<file path="src/rtl/mem_port_arb.sv">
// Single-port memory arbiter for fetch, load/store and debug requesters.
// One transaction in flight at a time; the response is routed back to the owner.
module mem_port_arb #(
  parameter int AW             = 32,
  parameter int DW             = 32,
  parameter int MAX_LSU_STREAK = 4,
  parameter int TIMEOUT        = 255
) (
  input  logic            clk,
  input  logic            rst,
  input  logic            ifu_req_val,
  output logic            ifu_req_rdy,
  input  logic [AW-1:0]   ifu_addr,
  output logic            ifu_rsp_val,
  output logic [DW-1:0]   ifu_rsp_data,
  output logic            ifu_rsp_err,
  input  logic            lsu_req_val,
  output logic            lsu_req_rdy,
  input  logic [AW-1:0]   lsu_addr,
  input  logic            lsu_wen,
  input  logic [DW-1:0]   lsu_wdata,
  input  logic [DW/8-1:0] lsu_wstrb,
  output logic            lsu_rsp_val,
  output logic [DW-1:0]   lsu_rsp_data,
  output logic            lsu_rsp_err,
  input  logic            dbg_req_val,
  output logic            dbg_req_rdy,
  input  logic [AW-1:0]   dbg_addr,
  input  logic            dbg_wen,
  input  logic [DW-1:0]   dbg_wdata,
  input  logic [DW/8-1:0] dbg_wstrb,
  output logic            dbg_rsp_val,
  output logic [DW-1:0]   dbg_rsp_data,
  output logic            dbg_rsp_err,
  output logic            mem_req_val,
  input  logic            mem_req_rdy,
  output logic [AW-1:0]   mem_addr,
  output logic            mem_wen,
  output logic [DW-1:0]   mem_wdata,
  output logic [DW/8-1:0] mem_wstrb,
  input  logic            mem_rsp_val,
  input  logic [DW-1:0]   mem_rsp_data,
  input  logic            mem_rsp_err,
  output logic [1:0]      owner
);

  localparam int SW = DW / 8;

  typedef enum logic [1:0] {
    ST_IDLE    = 2'd0,
    ST_WAIT    = 2'd1,
    ST_RESP_TO = 2'd2
  } state_t;

  localparam logic [1:0] OWN_NONE   = 2'd0;
  localparam logic [1:0] OWN_IFU    = 2'd1;
  localparam logic [1:0] OWN_LSU    = 2'd2;
  localparam logic [1:0] OWN_DBG    = 2'd3;
  localparam logic [3:0] STREAK_MAX = 4'(MAX_LSU_STREAK);
  localparam logic [7:0] TIMER_LAST = 8'(TIMEOUT - 1);

  state_t        state_r, state_next_s;
  logic [1:0]    owner_r, owner_next_s, winner_s;
  logic [3:0]    streak_r, streak_next_s;
  logic [7:0]    timer_r, timer_next_s;
  logic          any_req_s, idle_s, hs_s, rsp_hit_s, rsp_err_s;
  logic [DW-1:0] rsp_data_s;

  assign any_req_s = ifu_req_val | lsu_req_val | dbg_req_val;
  assign idle_s    = (state_r == ST_IDLE) && !rst;
  assign hs_s      = idle_s && any_req_s && mem_req_rdy;
  assign owner     = owner_r;

  // Winner selection: debug first, fetch once the lsu streak is exhausted, then lsu, then fetch.
  always_comb begin
    winner_s = OWN_NONE;
    if (dbg_req_val) begin
      winner_s = OWN_DBG;
    end else if (ifu_req_val && (streak_r == STREAK_MAX)) begin
      winner_s = OWN_IFU;
    end else if (lsu_req_val) begin
      winner_s = OWN_LSU;
    end else if (ifu_req_val) begin
      winner_s = OWN_IFU;
    end else begin
      winner_s = OWN_NONE;
    end
  end

  // Bus request mux and per-requester ready, only while idle.
  always_comb begin
    mem_req_val = 1'b0;
    mem_addr    = {AW{1'b0}};
    mem_wen     = 1'b0;
    mem_wdata   = {DW{1'b0}};
    mem_wstrb   = {SW{1'b0}};
    ifu_req_rdy = 1'b0;
    lsu_req_rdy = 1'b0;
    dbg_req_rdy = 1'b0;
    if (idle_s) begin
      mem_req_val = any_req_s;
      case (winner_s)
        OWN_IFU: begin
          mem_addr    = ifu_addr;
          ifu_req_rdy = mem_req_rdy;
        end
        OWN_LSU: begin
          mem_addr    = lsu_addr;
          mem_wen     = lsu_wen;
          mem_wdata   = lsu_wdata;
          mem_wstrb   = lsu_wstrb;
          lsu_req_rdy = mem_req_rdy;
        end
        OWN_DBG: begin
          mem_addr    = dbg_addr;
          mem_wen     = dbg_wen;
          mem_wdata   = dbg_wdata;
          mem_wstrb   = dbg_wstrb;
          dbg_req_rdy = mem_req_rdy;
        end
        default: begin
          mem_addr = {AW{1'b0}};
        end
      endcase
    end else begin
      mem_req_val = 1'b0;
    end
  end

  // Response routing: bus response passes straight through in WAIT, synthetic error in RESP_TO.
  always_comb begin
    rsp_hit_s    = 1'b0;
    rsp_data_s   = {DW{1'b0}};
    rsp_err_s    = 1'b0;
    ifu_rsp_val  = 1'b0;
    ifu_rsp_data = {DW{1'b0}};
    ifu_rsp_err  = 1'b0;
    lsu_rsp_val  = 1'b0;
    lsu_rsp_data = {DW{1'b0}};
    lsu_rsp_err  = 1'b0;
    dbg_rsp_val  = 1'b0;
    dbg_rsp_data = {DW{1'b0}};
    dbg_rsp_err  = 1'b0;
    if (rst) begin
      rsp_hit_s = 1'b0;
    end else if (state_r == ST_WAIT) begin
      rsp_hit_s  = mem_rsp_val;
      rsp_data_s = mem_rsp_data;
      rsp_err_s  = mem_rsp_err;
    end else if (state_r == ST_RESP_TO) begin
      rsp_hit_s  = 1'b1;
      rsp_data_s = {DW{1'b0}};
      rsp_err_s  = 1'b1;
    end else begin
      rsp_hit_s = 1'b0;
    end
    if (rsp_hit_s) begin
      case (owner_r)
        OWN_IFU: begin
          ifu_rsp_val  = 1'b1;
          ifu_rsp_data = rsp_data_s;
          ifu_rsp_err  = rsp_err_s;
        end
        OWN_LSU: begin
          lsu_rsp_val  = 1'b1;
          lsu_rsp_data = rsp_data_s;
          lsu_rsp_err  = rsp_err_s;
        end
        OWN_DBG: begin
          dbg_rsp_val  = 1'b1;
          dbg_rsp_data = rsp_data_s;
          dbg_rsp_err  = rsp_err_s;
        end
        default: begin
          ifu_rsp_val = 1'b0;
        end
      endcase
    end else begin
      ifu_rsp_val = 1'b0;
    end
  end

  // Next-state, ownership, fetch-starvation streak and response timer.
  always_comb begin
    state_next_s  = state_r;
    owner_next_s  = owner_r;
    streak_next_s = streak_r;
    timer_next_s  = timer_r;
    case (state_r)
      ST_IDLE: begin
        if (hs_s) begin
          state_next_s = ST_WAIT;
          owner_next_s = winner_s;
          timer_next_s = 8'd0;
          if ((winner_s == OWN_LSU) && ifu_req_val) begin
            streak_next_s = (streak_r == STREAK_MAX) ? streak_r : streak_r + 4'd1;
          end else if (winner_s == OWN_IFU) begin
            streak_next_s = 4'd0;
          end else begin
            streak_next_s = streak_r;
          end
        end else begin
          state_next_s = ST_IDLE;
        end
      end
      ST_WAIT: begin
        timer_next_s = timer_r + 8'd1;
        if (mem_rsp_val) begin
          state_next_s = ST_IDLE;
          owner_next_s = OWN_NONE;
        end else if (timer_r == TIMER_LAST) begin
          state_next_s = ST_RESP_TO;
        end else begin
          state_next_s = ST_WAIT;
        end
      end
      ST_RESP_TO: begin
        state_next_s = ST_IDLE;
        owner_next_s = OWN_NONE;
      end
      default: begin
        state_next_s = ST_IDLE;
        owner_next_s = OWN_NONE;
      end
    endcase
  end

  // State registers with synchronous reset.
  always_ff @(posedge clk) begin
    if (rst) begin
      state_r  <= ST_IDLE;
      owner_r  <= OWN_NONE;
      streak_r <= 4'd0;
      timer_r  <= 8'd0;
    end else begin
      state_r  <= state_next_s;
      owner_r  <= owner_next_s;
      streak_r <= streak_next_s;
      timer_r  <= timer_next_s;
    end
  end

endmodule

</file>
<file path="config.mk">
export PLATFORM = sky130hd
export DESIGN_NAME = mem_port_arb
export DESIGN_NICKNAME = d
export VERILOG_FILES = /design/src/rtl/mem_port_arb.sv
export SDC_FILE = /design/constraint.sdc
export NUM_CORES = 1
export LEC_CHECK = 0
export BUFFER_PORTS_ARGS = -buffer_cell sky130_fd_sc_hd__buf_2
export CAP_MARGIN = 20
export CELL_PAD_IN_SITES_DETAIL_PLACEMENT = 1
export CELL_PAD_IN_SITES_GLOBAL_PLACEMENT = 1
export CORE_AREA = 4 4 147 149
export CTS_CLUSTER_DIAMETER = 150
export DETAILED_ROUTE_END_ITERATION = 8
export DIE_AREA = 0 0 151 153
export PLACE_DENSITY = 0.69
export SETUP_SLACK_MARGIN = 0.5
export SYNTH_ARGS = -nofsm -noshare
export SYNTH_HDL_FRONTEND = slang
export SYNTH_SLANG_ARGS = --single-unit
</file>
<file path="constraint.sdc">
create_clock -name clk -period 2.4 [get_ports clk]
set_clock_uncertainty 0.15 [all_clocks]
set_input_delay 0.12 -clock clk [delete_from_list [all_inputs] [get_ports clk]]
set_output_delay 0.12 -clock clk [all_outputs]
set_load 0.01 [all_outputs]
</file>
==> metrics.txt <==
IO buf count=386; Critical Path End Type=output port; row count=between 50 and 60; CTS clk-pin slew, worst paths=50 ps; max cap viols=0; hold crit path type=input port to flip-flop; EDFF count, synth=0; worst vdd ir=approximately 190 uV; max frequency=around 480 MHz; die area=23,100 um2; Critical Path Source Type=flip-flop; Synth Cell Area=between 3000 and 4000 um2; io pins=just under 400; DIE WIDTH=151 um; Non-Filler Instances=1,120; R2R setup slack=390 ps; Post-synth ARST share=0; period utilization=0.873; Yosys warnings=0; DRC violations left=0; syn_nets=approximately 670; Tmin final=approximately 2100 ps; largest net degree at the start of global routing=between 90 and 100; Initial Util=0.162; post-synthesis register bit count=16; Worst Tran Pin Value=around 720 ps; post-route setup TNS=0 ps; outcome=finished, final reports clean; grt ovf=0; final wirelength=23,800 um; worst-skew pair later-pin latency=250 ps; fillers=about 2,500; pwr/cell area=a little over 200 nW/um2; worst path required time=about 2100 ps; critical path type=flip-flop to output port; RSZ-0062 raised after global routing=true; Final setup viols=0; die height=approximately 150 um; 1st-iter DRT viols=168; vias in the first global route=around 5,900; Post-synth top flop=dfxtp_1; clk buf depth=2; CTS tree=built; All-Layer GR Usage=0.178; antenna violations before repair=2; Core Footprint=between 20,000 and 25,000 um2; commonest non-fill, non-tap cell in the layout=buf_2; Seq/Total Area, Yosys=0.0983; Mapped Cells=between 400 and 500; Max Slew Vio Count=0; first-pass iteration count of the detailed router=5; total CTS buffers=3; via count=around 5,700; mean area per synthesized cell=between 7 and 8 um2; H-tree depth=1; Layout area overhead=120%; Sink Count=16; static leakage=about 0.0035 uW; first-pass GRT wire length=33,100 um; post-placement cell count=between 1,000 and 1,500; Max-Slew Margin vs Limit=0.521; Netlist cell types=48; Avg WL per Cell=roughly 21 um; worst path arrival time=1820 ps; Final #Nets=1,065; Post-DP HPWL=16,100 um; vias per inst=just over 5; number of nets with antenna violations after routing=0; layout cell share with drive strength beyond 1=0.710; most frequent cells in the layout=buf_2, and3_1, buf_6; CTS root buffer=clkbuf_16; gpl congestion=0.832; crit-path max FO=7; Final Hold Vio Count=0
==> final timing paths <==
check / start / to / depth (start not counted)
min reg2reg: timer_r[6]$_SDFFE_PP0P_ / timer_r[6]$_SDFFE_PP0P_ / 2
max: streak_r[1]$_SDFFE_PP0P_ / mem_wdata[0] / 9
min: rst / streak_r[2]$_SDFFE_PP0P_ / 2
max reg2reg: state_r[0]$_SDFF_PP0_ / timer_r[3]$_SDFFE_PP0P_ / 7
==> kinds of logic (layout without fill, tap and decap cells) <==
logic type / count (synthesis) / count (layout) / share of synthesized area
fa+ha+maj: 4 / 4 / 0.0154
flops: 16 / 16 / 0.0983
simple gates: 186 / 186 / 0.345
buf+inv: 82 / 473 / 0.116
compound gates: 168 / 169 / 0.422
other cells: 0 / 1 / 0
mux: 1 / 1 / 0.00307
==> cell usage after synthesis (3+ instances only) <==
master | count | share of area
and3_1 | 97 | 0.19
a32oi_1 | 69 | 0.19
clkbuf_1 | 40 | 0.046
nor3_1 | 39 | 0.060
o211ai_1 | 35 | 0.081
a21oi_2 | 29 | 0.078
buf_2 | 21 | 0.032
dfxtp_1 | 16 | 0.098
inv_1 | 10 | 0.012
nand2b_1 | 9 | 0.017
a21oi_1 | 8 | 0.012
or3_1 | 6 | 0.012
nand3_1 | 5 | 0.0077
nor2b_1 | 5 | 0.0096
o21ai_0 | 5 | 0.0077
buf_6 | 4 | 0.014
clkbuf_2 | 4 | 0.0061
ha_1 | 4 | 0.015
nand2_1 | 4 | 0.0046
a211oi_1 | 3 | 0.0069
a211oi_2 | 3 | 0.012
and3b_1 | 3 | 0.0081
nand3b_1 | 3 | 0.0069
nand4_1 | 3 | 0.0058
nor2_1 | 3 | 0.0035
==> metal layers <==
metal	GRT usage	share of wire	up-vias
li1	-	-	2639
met1	0.193	0.36	2720
met2	0.338	0.53	297
met3	0.0409	0.084	43
met4	0.0553	0.026	2
met5	0	0.00055	-
==> what timing repair did <==
item | in CTS | in global routing
endpoints found under the hold margin | 1 | 0
setup endpoints to repair | 175 | 184
gates cloned | 10 | 6
pin swaps | 55 | 37
setup buffers | 19 | 12
hold buffers | 2 | 0
gates resized for setup | 98 | 99
==> metrics by stage <==
step                cell area (um2)  hold slack, ps  setup slack [ps]  power (uW)   util
floorplan                      3260            46.7               559         618      -
global placement               5430             235               276         946  0.269
detailed placement             5430             236               161         956  0.269
CTS                            6360            50.1               338        1390  0.315
global route                   7160            77.2               222        1560  0.355
finish                         7160            53.4               306        1480  0.355
==> where the power goes <==
group	leakage [uW]	internal [uW]	switching [uW]
registers	0.000132	273	8.77
logic	0.00333	399	469
clock network	0.0000370	219	113
total	0.00350	891	591
==> area by class of cell <==
cell class	count	area (um2)	area share
multi-input cells	360	3280	0.458
repair buffers	459	3100	0.432
well taps	270	338	0.0472
flip-flops and latches	16	328	0.0458
clock buffers	3	75.1	0.0105
inverters	11	46.3	0.00646
diodes	1	2.50	0.000349
==> state kept, by name, summed over array words and instances, names as in the netlist <==
register / cells
owner: 2
streak_r: 4
state_r: 2
timer_r: 8
==> worst max-delay path, stage by stage (launching register included) <==
cell       delay, ps
dfxtp_2          330
inv_2             50
ha_4             150
nand4b_1         100
buf_6            180
buf_12           140
clkbuf_16        150
a32oi_1           90
nor3_1           200
buf_2            170
Power figures use the tool's default switching activity.
